<file path="config.mk">
export PLATFORM = sky130hd
export DESIGN_NAME = hscan_ctrl
export DESIGN_NICKNAME = d
export VERILOG_FILES = /design/src/rtl/hscan_ctrl.sv
export SDC_FILE = /design/constraint.sdc
export NUM_CORES = 1
export LEC_CHECK = 0
export CORE_ASPECT_RATIO = 0.9
export CORE_MARGIN = 2
export CORE_UTILIZATION = 47
export CTS_CLUSTER_DIAMETER = 30
export CTS_CLUSTER_SIZE = 8
export DETAILED_ROUTE_END_ITERATION = 8
export GPL_ROUTABILITY_DRIVEN = 0
export HOLD_SLACK_MARGIN = 0.06
export MAX_ROUTING_LAYER = met4
export PLACE_DENSITY = 0.88
export SLEW_MARGIN = 5
export SYNTH_ARGS = -nofsm -noshare
export SYNTH_HDL_FRONTEND = slang
export SYNTH_SLANG_ARGS = --single-unit
</file>
<file path="constraint.sdc">
create_clock -name sys_clk -period 2.6 [get_ports sys_clk]
set_input_delay 0.26 -clock sys_clk [delete_from_list [all_inputs] [get_ports sys_clk]]
set_output_delay 0.26 -clock sys_clk [all_outputs]
set_load 0.03 [all_outputs]
</file>
<file path="src/rtl/hscan_ctrl.sv">
// hscan_ctrl: horizontal line scan sequencer (sync / back porch / active / front porch).
// Define HSCAN_XPOS_EN to drive xpos with the visible column; otherwise xpos is tied to 0.
module hscan_ctrl #(
  parameter int unsigned H_SYNC    = 72,
  parameter int unsigned H_BP      = 128,
  parameter int unsigned H_ACTIVE  = 800,
  parameter int unsigned H_FP      = 24,
  parameter bit          HSYNC_POL = 1'b1
) (
  input  logic       sys_clk,
  input  logic       reset,
  input  logic       pix_en,
  output logic [1:0] q1,
  output logic [9:0] hcnt,
  output logic       hsync,
  output logic       hactive,
  output logic       EndLine,
  output logic [9:0] xpos
);

  typedef enum logic [1:0] {
    PH_SYNC = 2'b00,
    PH_BP   = 2'b01,
    PH_ACT  = 2'b10,
    PH_FP   = 2'b11
  } phase_t;

  localparam logic [9:0] L_SYNC = 10'(H_SYNC - 1);
  localparam logic [9:0] L_BP   = 10'(H_BP - 1);
  localparam logic [9:0] L_ACT  = 10'(H_ACTIVE - 1);
  localparam logic [9:0] L_FP   = 10'(H_FP - 1);

  phase_t     r_q1;
  logic [9:0] r_hcnt;

  phase_t     w_next;
  logic [9:0] w_last;
  logic       w_co1;

  // last count value of the current phase and the phase that follows it
  always_comb begin
    w_last = L_SYNC;
    w_next = PH_BP;
    unique case (r_q1)
      PH_SYNC: begin
        w_last = L_SYNC;
        w_next = PH_BP;
      end
      PH_BP: begin
        w_last = L_BP;
        w_next = PH_ACT;
      end
      PH_ACT: begin
        w_last = L_ACT;
        w_next = PH_FP;
      end
      PH_FP: begin
        w_last = L_FP;
        w_next = PH_SYNC;
      end
    endcase
  end

  assign w_co1 = pix_en && (r_hcnt == w_last);

  // phase FSM and in-phase pixel counter; reset restarts the line at sync pixel 0
  always_ff @(posedge sys_clk) begin
    if (reset) begin
      r_q1   <= PH_SYNC;
      r_hcnt <= '0;
    end else if (pix_en) begin
      if (w_co1) begin
        r_q1   <= w_next;
        r_hcnt <= '0;
      end else begin
        r_hcnt <= r_hcnt + 10'd1;
      end
    end
  end

  assign q1      = r_q1;
  assign hcnt    = r_hcnt;
  assign hsync   = (r_q1 == PH_SYNC) ? HSYNC_POL : ~HSYNC_POL;
  assign hactive = (r_q1 == PH_ACT);
  assign EndLine = w_co1 && (r_q1 == PH_FP);

`ifdef HSCAN_XPOS_EN
  assign xpos = (r_q1 == PH_ACT) ? r_hcnt : 10'd0;
`else
  assign xpos = 10'd0;
`endif

endmodule

</file>
==> qor.log <==
qor: outcome.run_status finished clean
qor: worst_hold_path.worst_hold_path_type flip-flop to flip-flop
qor: drt.detailedRoute.firstIterationViolations 21
qor: placement.numPortBuffers 17
qor: worst_hold_path.hold_start hcnt[1]
qor: drt.detailedRoute.firstPassIterationCount 4
qor: drt.detailroute.via_count 703
qor: power.vdd.ir_drop.worst 0.221 mV
qor: layout.drive_above_1_share 12.5%
qor: synth.postSynthAreaPerCell 9.05 µm²
qor: floorplanning.die_h 43.3 µm
qor: grt.first_pass_grt_wire_length 2.71 mm
qor: clock_tree.tritoncts.num_buffers 3
qor: worst_setup_path.worst_ep_required_time 2340 ps
qor: worst_setup_path.reg2reg_depth 6
qor: power.power.density_cell_area 381 nW/µm²
qor: clock_tree.cts.hold.buffers_added 0
qor: grt.grtUsageTotal 19.0%
qor: worst_setup_path.timing_worst_setup_path_type flip-flop to primary output
qor: clock_tree.cts_htree_levels 1
qor: layout.fillerInstances 158
qor: layout.most_frequent_cells_in_the_layout 16 x sky130_fd_sc_hd__clkdlybuf4s50_1, 12 x sky130_fd_sc_hd__dfxtp_1, 10 x sky130_fd_sc_hd__nor2_1, 10 x sky130_fd_sc_hd__conb_1
qor: timing.period_minus_slack 2460 ps
qor: synth.netlist_instances 89
qor: floorplanning.design.portCount 28
qor: timing.hold_violations 0
qor: layout.ff_latch_area 240 µm²
qor: floorplanning.dieArea 2060 µm²
qor: floorplanning.design.core.area 1650 µm²
qor: clock_tree.clockBufferDepth 2
qor: layout.final_core_utilization 62.2%
qor: worst_setup_path.timing.critical_path.cells inv_1 -> ha_1 -> xnor2_1 -> o211a_4 -> and4_1 -> clkdlybuf4s15_1
qor: worst_setup_path.worst_setup_path_startpoint q1[0]
qor: synth.synth_edf_count 0
qor: placement.dp_hpwl 1.33 mm
qor: worst_setup_path.rr_startpoint q1[0]
qor: drt.vias_per_cell 5.17
qor: worst_setup_path.crit_arrival 2200 ps
qor: drt.ant_nets 0
qor: synth.synthesis_stage_register_bit_count 12
qor: worst_setup_path.setup.worst_path.end EndLine
qor: power.leakage 0.000385 µW
qor: worst_setup_path.r2r_setup_slack 790 ps
qor: worst_setup_path.worst_r2r_endpoint hcnt[1]
qor: clock_tree.numClockSinks 12
qor: layout.synth_to_final_area_change 27.0%
qor: synth.async_reset_ff_share 0%
qor: layout.num_antenna_cells 0
qor: grt.gr-total-overflow 0
qor: worst_setup_path.crit_path_start_kind flip-flop
qor: floorplanning.floorplan.initialDensity 48.9%
qor: timing.report.final.slew_viol_count 0
qor: worst_setup_path.worstPathMaxFanout 6
qor: synth.ys_dominant_reg_cell sky130_fd_sc_hd__dfxtp_1
qor: timing.worst_hold_slack 523 ps
qor: worst_setup_path.path_delay_family buffers and inverters
qor: floorplanning.dieWidth 47.6 µm
qor: clock_tree.clock_insertion_delay_worst_skew 280 ps
qor: synth.post_synth_num_cell_types 31
qor: worst_setup_path.worstSetupPathDepth 6
qor: timing.final_clock_period_utilization_by_the_worst_path 94.5%
qor: synth.synthesis.yosys.warnings 0
qor: worst_setup_path.timing.critical_path.slowest_cell_delay 430 ps
qor: clock_tree.clk_pin_slew_worst_paths 80 ps
qor: synth.synth_seq_area_share 29.8%
qor: worst_setup_path.setup_crit_end_kind primary output
qor: clock_tree.cts_root_buf sky130_fd_sc_hd__clkbuf_4
qor: layout.final_common_cell sky130_fd_sc_hd__clkdlybuf4s50_1
qor: layout.nets 122
qor: timing.fmaxAchievable 407 MHz
qor: drt.remaining_drc_errors 0
qor: layout.finish.cell_count_without_fillers 136
qor: grt.first_global_vias 650
qor: timing.setup_viol 0
qor: worst_setup_path.path_buf_inv 2
qor: drt.detail_route.wirelength 1.68 mm
qor: timing.rsz_0062_raised_after_global_routing false
qor: clock_tree.cts_tree done
qor: timing.timing.clock.skew 1.27 ps
qor: grt.number_of_antenna_violations_at_the_first_check_in_global_routing 0
qor: layout.multi_input_comb_area 513 µm²
qor: synth.cell_area_after_technology_mapping 806 µm²
qor: grt.grt_start_max_net_pins 9
qor: timing.totalNegativeSetupSlack 0 ps
qor: placement.placed_cells 132
qor: worst_setup_path.worst_path_max_delay_cell sky130_fd_sc_hd__dfxtp_1
qor: floorplanning.row_count 14
qor: job.max-cap-violations 0
qor: drt.wirelength_per_cell 12.4 µm
==> cell usage after synthesis, types with 2 or more instances <==
library cell	n	area, µm²
sky130_fd_sc_hd__dfxtp_1	12	240
sky130_fd_sc_hd__buf_4	10	75.1
sky130_fd_sc_hd__nor2_1	10	37.5
sky130_fd_sc_hd__ha_1	6	75.1
sky130_fd_sc_hd__xnor2_1	6	52.6
sky130_fd_sc_hd__nand2_1	5	18.8
sky130_fd_sc_hd__xor2_1	5	43.8
sky130_fd_sc_hd__nand2b_1	4	25.0
sky130_fd_sc_hd__nor3_1	4	20.0
sky130_fd_sc_hd__inv_1	3	11.3
sky130_fd_sc_hd__a21oi_1	2	10.0
sky130_fd_sc_hd__nand3_1	2	10.0
sky130_fd_sc_hd__nand4_1	2	12.5
==> final cells by class <==
class | count | share of cell area (%)
repair buffers | 20 | 18.8
well taps | 24 | 2.93
clock buffers | 4 | 3.55
multi-input cells | 73 | 50.1
flip-flops and latches | 12 | 23.5
inverters | 3 | 1.10
==> power by group <==
part / internal [µW] / switching [µW]
Combinational: 14.0 / 33.7
Sequential: 186 / 3.77
Clock: 85.2 / 67.0
==> cells by family (layout without fill, tap and decap cells) <==
kind of cell	after synthesis	count (layout)	share of synthesized area, %
other	1	10	0.465
buffers and inverters	13	27	10.7
AOI/OAI and AO/OA	12	12	14.3
adders and majority gates	6	6	9.32
and+or+nand+nor	34	34	23.4
DFF	12	12	29.8
xor gates and xnor gates	11	11	12.0
==> flip-flops by register name (all words and copies together) (netlist names) <==
| signal | count |
|---|---|
| q1 | 2 |
| hcnt | 10 |
==> layer usage <==
metal / vias to the layer above / global-route usage, % / share of wire (%)
met5: - / - / 0
met2: 43 / 26.8 / 46
met4: 0 / 11.9 / 3.9
li1: 335 / - / -
met1: 315 / 23.3 / 43
met3: 10 / 5.11 / 6.5
==> through the flow <==
step | cell area, µm² | setup slack (ps) | total power (µW)
floorplan | 840 | 446 | 239
global placement | 987 | 249 | 241
detailed placement | 987 | 147 | 242
CTS | 1020 | 121 | 392
global route | 1020 | 23.2 | 406
finish | 1020 | 142 | 390
==> how the worst min path moves through the flow <==
| stage | cells past startpoint | slack, ps | endpoint |
|---|---|---|---|
| final | 2 | 520 | hcnt[1] |
| after global routing | 2 | 580 | hcnt[1] |
| after detailed placement | 2 | 520 | hcnt[1] |
| after global placement | 2 | 510 | hcnt[1] |
| after CTS | 2 | 530 | hcnt[1] |
| after floorplan | 1 | 330 | hcnt[1] |
==> worst min-delay path: cells and delay by family (launching register included) <==
family | cells | cell delay (ps)
AO/OA/AOI/OAI | 1 | 50
flip-flops | 1 | 350
AND/OR/NAND/NOR | 1 | 80
==> repair_timing <==
item                                   in CTS  in global routing
buffers inserted                            0                  0
setup endpoints to repair                   1                  1
endpoints found under the hold margin       0                  0
gates resized for setup                     1                  1
(Power assumes the default switching activity.)
